## src/rtl/baud_gen_nco.sv

```systemverilog
// -----------------------------------------------------------------------------
// baud_gen_nco
// -----------------------------------------------------------------------------
// Fractional (phase-accumulator) baud generator for the UART Tx/Rx pair.
//
// A phase accumulator of ACC_WIDTH bits is advanced by a programmable
// increment every enabled clock. Each time it wraps, rx_tick pulses for one
// cycle. Every OVERSAMPLE-th wrap also pulses tx_tick. The average rx period
// is 2^ACC_WIDTH / inc cycles. Any single period is the floor or the ceiling
// of that value, so the rounding error does not grow with the divisor.
//
// Parameters
//   CLK_HZ        input clock frequency; only used to derive INC_DEFAULT
//   BAUD_DEFAULT  baud rate selected out of reset
//   OVERSAMPLE    rx ticks per bit (power of two, >= 2)
//   ACC_WIDTH     phase accumulator width
//   INC_DEFAULT   increment loaded at reset; rounded from the three above
//
// Ports
//   clk_slow  in   system clock
//   rst       in   asynchronous reset, active-high
//   enable    in   1 = accumulate, 0 = hold phase with both ticks low
//   inc_in    in   new increment word (ACC_WIDTH bits)
//   inc_load  in   strobe: take inc_in and restart phase; highest priority
//   resync    in   (only with BAUD_NCO_RESYNC_EN) move phase to mid-bit
//   rx_tick   out  one-cycle strobe at OVERSAMPLE x baud
//   tx_tick   out  one-cycle strobe at baud, always coincident with rx_tick
//   os_phase  out  oversample index within the current bit
//
// Optional feature
//   Define BAUD_NCO_RESYNC_EN to add the resync input. Without the macro the
//   port and its logic are not generated.
// -----------------------------------------------------------------------------
module baud_gen_nco #(
   parameter int     CLK_HZ       = 50000000,
   parameter int     BAUD_DEFAULT = 115200,
   parameter int     OVERSAMPLE   = 16,
   parameter int     ACC_WIDTH    = 24,
   parameter longint INC_DEFAULT  =
      (((longint'(BAUD_DEFAULT) * longint'(OVERSAMPLE)) << ACC_WIDTH)
       + longint'(CLK_HZ) / 2) / longint'(CLK_HZ),
   localparam int    OS_W         = $clog2(OVERSAMPLE)
) (
   input  logic                 clk_slow,
   input  logic                 rst,
   input  logic                 enable,
   input  logic [ACC_WIDTH-1:0] inc_in,
   input  logic                 inc_load,
`ifdef BAUD_NCO_RESYNC_EN
   input  logic                 resync,
`endif
   output logic                 rx_tick,
   output logic                 tx_tick,
   output logic [OS_W-1:0]      os_phase
);

   localparam logic [ACC_WIDTH-1:0] INC_RST  = ACC_WIDTH'(INC_DEFAULT);
   localparam logic [OS_W-1:0]      OS_LAST  = OS_W'(OVERSAMPLE - 1);
`ifdef BAUD_NCO_RESYNC_EN
   // Half a bit: the accumulator sits half-way to a wrap, and the oversample
   // counter sits half-way through the bit.
   localparam logic [ACC_WIDTH-1:0] ACC_HALF = ACC_WIDTH'(1) << (ACC_WIDTH - 1);
   localparam logic [OS_W-1:0]      OS_HALF  = OS_W'(OVERSAMPLE / 2);
`endif

   // ---------------------------------------------------------------------
   // State
   // ---------------------------------------------------------------------
   logic [ACC_WIDTH-1:0] inc_reg,  inc_next;
   logic [ACC_WIDTH-1:0] acc_reg,  acc_next;
   logic [OS_W-1:0]      os_reg,   os_next;
   logic                 rx_reg,   rx_next;
   logic                 tx_reg,   tx_next;

   // ---------------------------------------------------------------------
   // Phase step. The extra top bit of the sum is the wrap (carry) flag;
   // the low bits are the new phase modulo 2^ACC_WIDTH.
   // ---------------------------------------------------------------------
   logic [ACC_WIDTH:0]   acc_sum;
   logic                 acc_carry;
   logic                 os_at_last;

   assign acc_sum    = {1'b0, acc_reg} + {1'b0, inc_reg};
   assign acc_carry  = acc_sum[ACC_WIDTH];
   assign os_at_last = (os_reg == OS_LAST);

   // ---------------------------------------------------------------------
   // Next-state logic. Priority: inc_load, then resync (if built), then
   // enable. In every case other than an enabled wrap the ticks are low,
   // so a tick can never last more than one cycle.
   // ---------------------------------------------------------------------
   always_comb begin
      inc_next = inc_reg;
      acc_next = acc_reg;
      os_next  = os_reg;
      rx_next  = 1'b0;
      tx_next  = 1'b0;

      if (inc_load) begin
         inc_next = inc_in;
         acc_next = '0;
         os_next  = '0;
      end
`ifdef BAUD_NCO_RESYNC_EN
      else if (resync) begin
         acc_next = ACC_HALF;
         os_next  = OS_HALF;
      end
`endif
      else if (enable) begin
         acc_next = acc_sum[ACC_WIDTH-1:0];
         rx_next  = acc_carry;
         // OVERSAMPLE is a power of two, so the natural wrap of os_reg
         // gives the modulo-OVERSAMPLE count.
         if (acc_carry) begin
            os_next = os_reg + OS_W'(1);
         end
         // The bit boundary is the wrap that takes the index from the last
         // slot back to zero.
         tx_next  = acc_carry & os_at_last;
      end
   end

   // ---------------------------------------------------------------------
   // Registers. Both strobes come straight from flops, so downstream logic
   // sees no combinational glitch from the adder.
   // ---------------------------------------------------------------------
   always_ff @(posedge clk_slow or posedge rst) begin
      if (rst) begin
         inc_reg <= INC_RST;
         acc_reg <= '0;
         os_reg  <= '0;
         rx_reg  <= 1'b0;
         tx_reg  <= 1'b0;
      end else begin
         inc_reg <= inc_next;
         acc_reg <= acc_next;
         os_reg  <= os_next;
         rx_reg  <= rx_next;
         tx_reg  <= tx_next;
      end
   end

   assign rx_tick  = rx_reg;
   assign tx_tick  = tx_reg;
   assign os_phase = os_reg;

endmodule

```

## config.mk

```make
export PLATFORM = sky130hd
export DESIGN_NAME = baud_gen_nco
export DESIGN_NICKNAME = d
export VERILOG_FILES = /design/src/rtl/baud_gen_nco.sv
export SDC_FILE = /design/constraint.sdc
export NUM_CORES = 1
export LEC_CHECK = 0
export BUFFER_PORTS_ARGS = -buffer_cell sky130_fd_sc_hd__clkbuf_2
export CAP_MARGIN = 0
export CORE_MARGIN = 2
export CORE_UTILIZATION = 40
export CTS_CLUSTER_DIAMETER = 30
export DETAILED_ROUTE_END_ITERATION = 16
export GPL_ROUTABILITY_DRIVEN = 0
export PLACE_DENSITY = 0.56
export REMOVE_ABC_BUFFERS = 1
export SYNTH_ARGS = -nofsm -noshare
export SYNTH_HDL_FRONTEND = slang
export SYNTH_SLANG_ARGS = --single-unit
```

## constraint.sdc

```tcl
create_clock -name clk_slow -period 3.3 [get_ports clk_slow]
set_input_delay 0.165 -clock clk_slow [delete_from_list [all_inputs] [get_ports clk_slow]]
set_output_delay 0.165 -clock clk_slow [all_outputs]
set_load 0.02 [all_outputs]
```

==> results.toml <==
[layout]
drive_gt1_frac = 0.253
design_area_um2 = 3820
nets = 432
fillerInstances = 817
mostFrequentLayoutCell = "dfrtp_1"
num_antenna_cells = 0
mostFrequentLayoutCells = "dfrtp_1 (40), clkbuf_2 (33), nand2_1 (30), a21oi_1 (28), mux2_2 (27)"
stdcell_count = 484
area_delta_synth_final_pct = 10.8

[clock_network]
root_buffer = "clkbuf_8"
post_cts_buffers = 0
clk_pin_slew_ps = 100
ctsHoldBuffers = 0
post_cts_resized = 0
cts_max_level = 2
cts_buffers = 5
clock_sinks = 54
cts_tree = "done"
clockBufferDepth = 2
clk_latency_ps = 310

[floorplan]
die-area_um2 = 9390
start_util = 0.416
rows = 33
ios = 34
coreArea_um2 = 8300
die_w_um = 96.9
die_y_um = 96.9

[timing]
setup_slack_ps = 526
slew_violations = 0
max_slew_margin = 0.429
final.setup.tns_ps = 0
fin_crit_ps = 2770
finalCritPeriodShare = 0.840
setup_viol = 0
rsz0062_at_grt = "false"
finalHoldViolations = 29
worstMarginPinSlew_ps = 853
fin_hold_ws_ps = -15.9
fmax_mhz = 361
finalClockSkew_ps = 6.92

[drt]
vias = 2761
routed_wl_mm = 7.65
drtIter0Drc = 101
drt-wirelength-per-cell_um = 15.8
ant_nets = 0
detail_route.drc_violations = 0
via_per_inst = 5.70
drt_pre_antenna_iters = 4

[worst_setup_path]
worstReg2RegEnd = "os_phase[2]"
end_kind = "register"
r2r_cells = 8
worstPathRequired_ps = 3510
critPathArrivalTime_ps = 2980
crit_fanout = 5
worstSetupPathType = "reg -> reg"
cp-start-kind = "register"
rr_startpoint = "acc_reg[0]"
ff2ff_setup_slack_ps = 530

[pwr]
powerDensity_nw_per_um2 = 568
power_leakage_uw = 0.00175
max-vdd-ir-drop_mv = 0.202
power_uw = 2170

[synth]
syn_area_per_cell_um2 = 9.86
synth_ff_type = "dfrtp_1"
yosysSeqAreaShare = 0.397
synth_seq_cells = 54
synth_edf_count = 0
yosysWarnings = 0
synth_cell_type_count = 54
synth_area_um2 = 3450
synth_cells = 350
synth_async_sr_flop_share = 1.00

[global_route]
overflow = 0
grtUsageTotal = 0.172
grt_start_max_net_pins = 39
grt_pass1_wl_mm = 13.5
antenna_found_initial = 0
grt_pass1_vias = 2788

[status]
status = "finished, violations left"
violations = "hold timing"

[placed_design]
placed_area_um2 = 3710
dp_slack_ps = 523
io_buffers = 33
hpwl_mm = 5.66
numPlacedInstances = 476

[hold_path]
worstHoldPathType = "in -> async"

[run]
max_cap_viol_count = 0
-- worst max path at each step --
stage / startpoint / end / slack, ps / cells past startpoint
3_3_place_gp: acc_reg[0] / os_phase[2] / 540 / 8
6_report: acc_reg[0] / os_phase[2] / 530 / 8
3_5_place_dp: acc_reg[0] / os_phase[2] / 520 / 8
4_1_cts: acc_reg[0] / os_phase[2] / 500 / 8
5_1_grt: acc_reg[0] / os_phase[2] / 420 / 8
2_1_floorplan: acc_reg[0] / os_phase[2] / 640 / 8
-- worst max-delay path, cell delays in order, from the launching register on --
cell	delay, ps
dfrtp_1	390
ha_1	210
fa_1	400
a21o_1	190
a221o_2	400
a311o_1	300
or2_4	260
a32o_1	230
mux2_4	290
-- power by group --
group	switching [µW]	total (µW)	internal [µW]	leakage [µW]
clock network	219	443	224	0.0000579
logic	513	894	381	0.00103
registers	61.4	834	773	0.000665
total	793	2170	1380	0.00175
-- stage by stage --
| step | hold slack [ps] | utilization |
|---|---|---|
| 6_report | -15.9 | 0.461 |
| 5_1_grt | 62.5 | 0.461 |
| 4_1_cts | 3.75 | 0.461 |
| 3_5_place_dp | 352 | 0.448 |
| 3_3_place_gp | 350 | 0.448 |
| 2_1_floorplan | 228 | - |
-- synthesized netlist by cell type (8+ instances only) --
master | number | area [µm²]
dfrtp_1 | 40 | 1000
nand3_1 | 10 | 50.1
a21o_1 | 8 | 60.1
xnor2_1 | 10 | 87.6
nand2b_1 | 8 | 50.1
mux2_2 | 27 | 304
o21ai_0 | 17 | 85.1
clkbuf_1 | 15 | 56.3
dfstp_2 | 14 | 368
nor2_1 | 22 | 82.6
nand2_1 | 30 | 113
ha_1 | 25 | 313
a21oi_1 | 28 | 140
-- metal layers --
metal,GRT usage,wire length (µm),vias to the layer above
met5,0,0,-
met4,0.0531,130,0
met3,0.0289,337,14
met2,0.293,3670,67
met1,0.225,3520,1336
li1,-,-,1344
-- cells by family (layout without fill, tap and decap cells) --
group                      after synthesis  after routing  synth area share
AOI/OAI and AO/OA                       91             91             0.174
adders and majority gates               26             26            0.0964
buffers and inverters                   21             50            0.0228
muxes                                   35             35             0.113
DFF                                     54             54             0.397
and+or+nand+nor                        111            111             0.167
xor gates and xnor gates                12             12            0.0304
-- cell type report --
type	instances	area, µm²	share of cell area
clock buffers	5	68.8	0.0180
flip-flops and latches	54	1370	0.358
well taps	105	131	0.0344
multi-input cells	275	2000	0.524
clock inverters	3	40.0	0.0105
repair buffers	36	188	0.0491
inverters	6	22.5	0.00589
(Power assumes the default switching activity.)
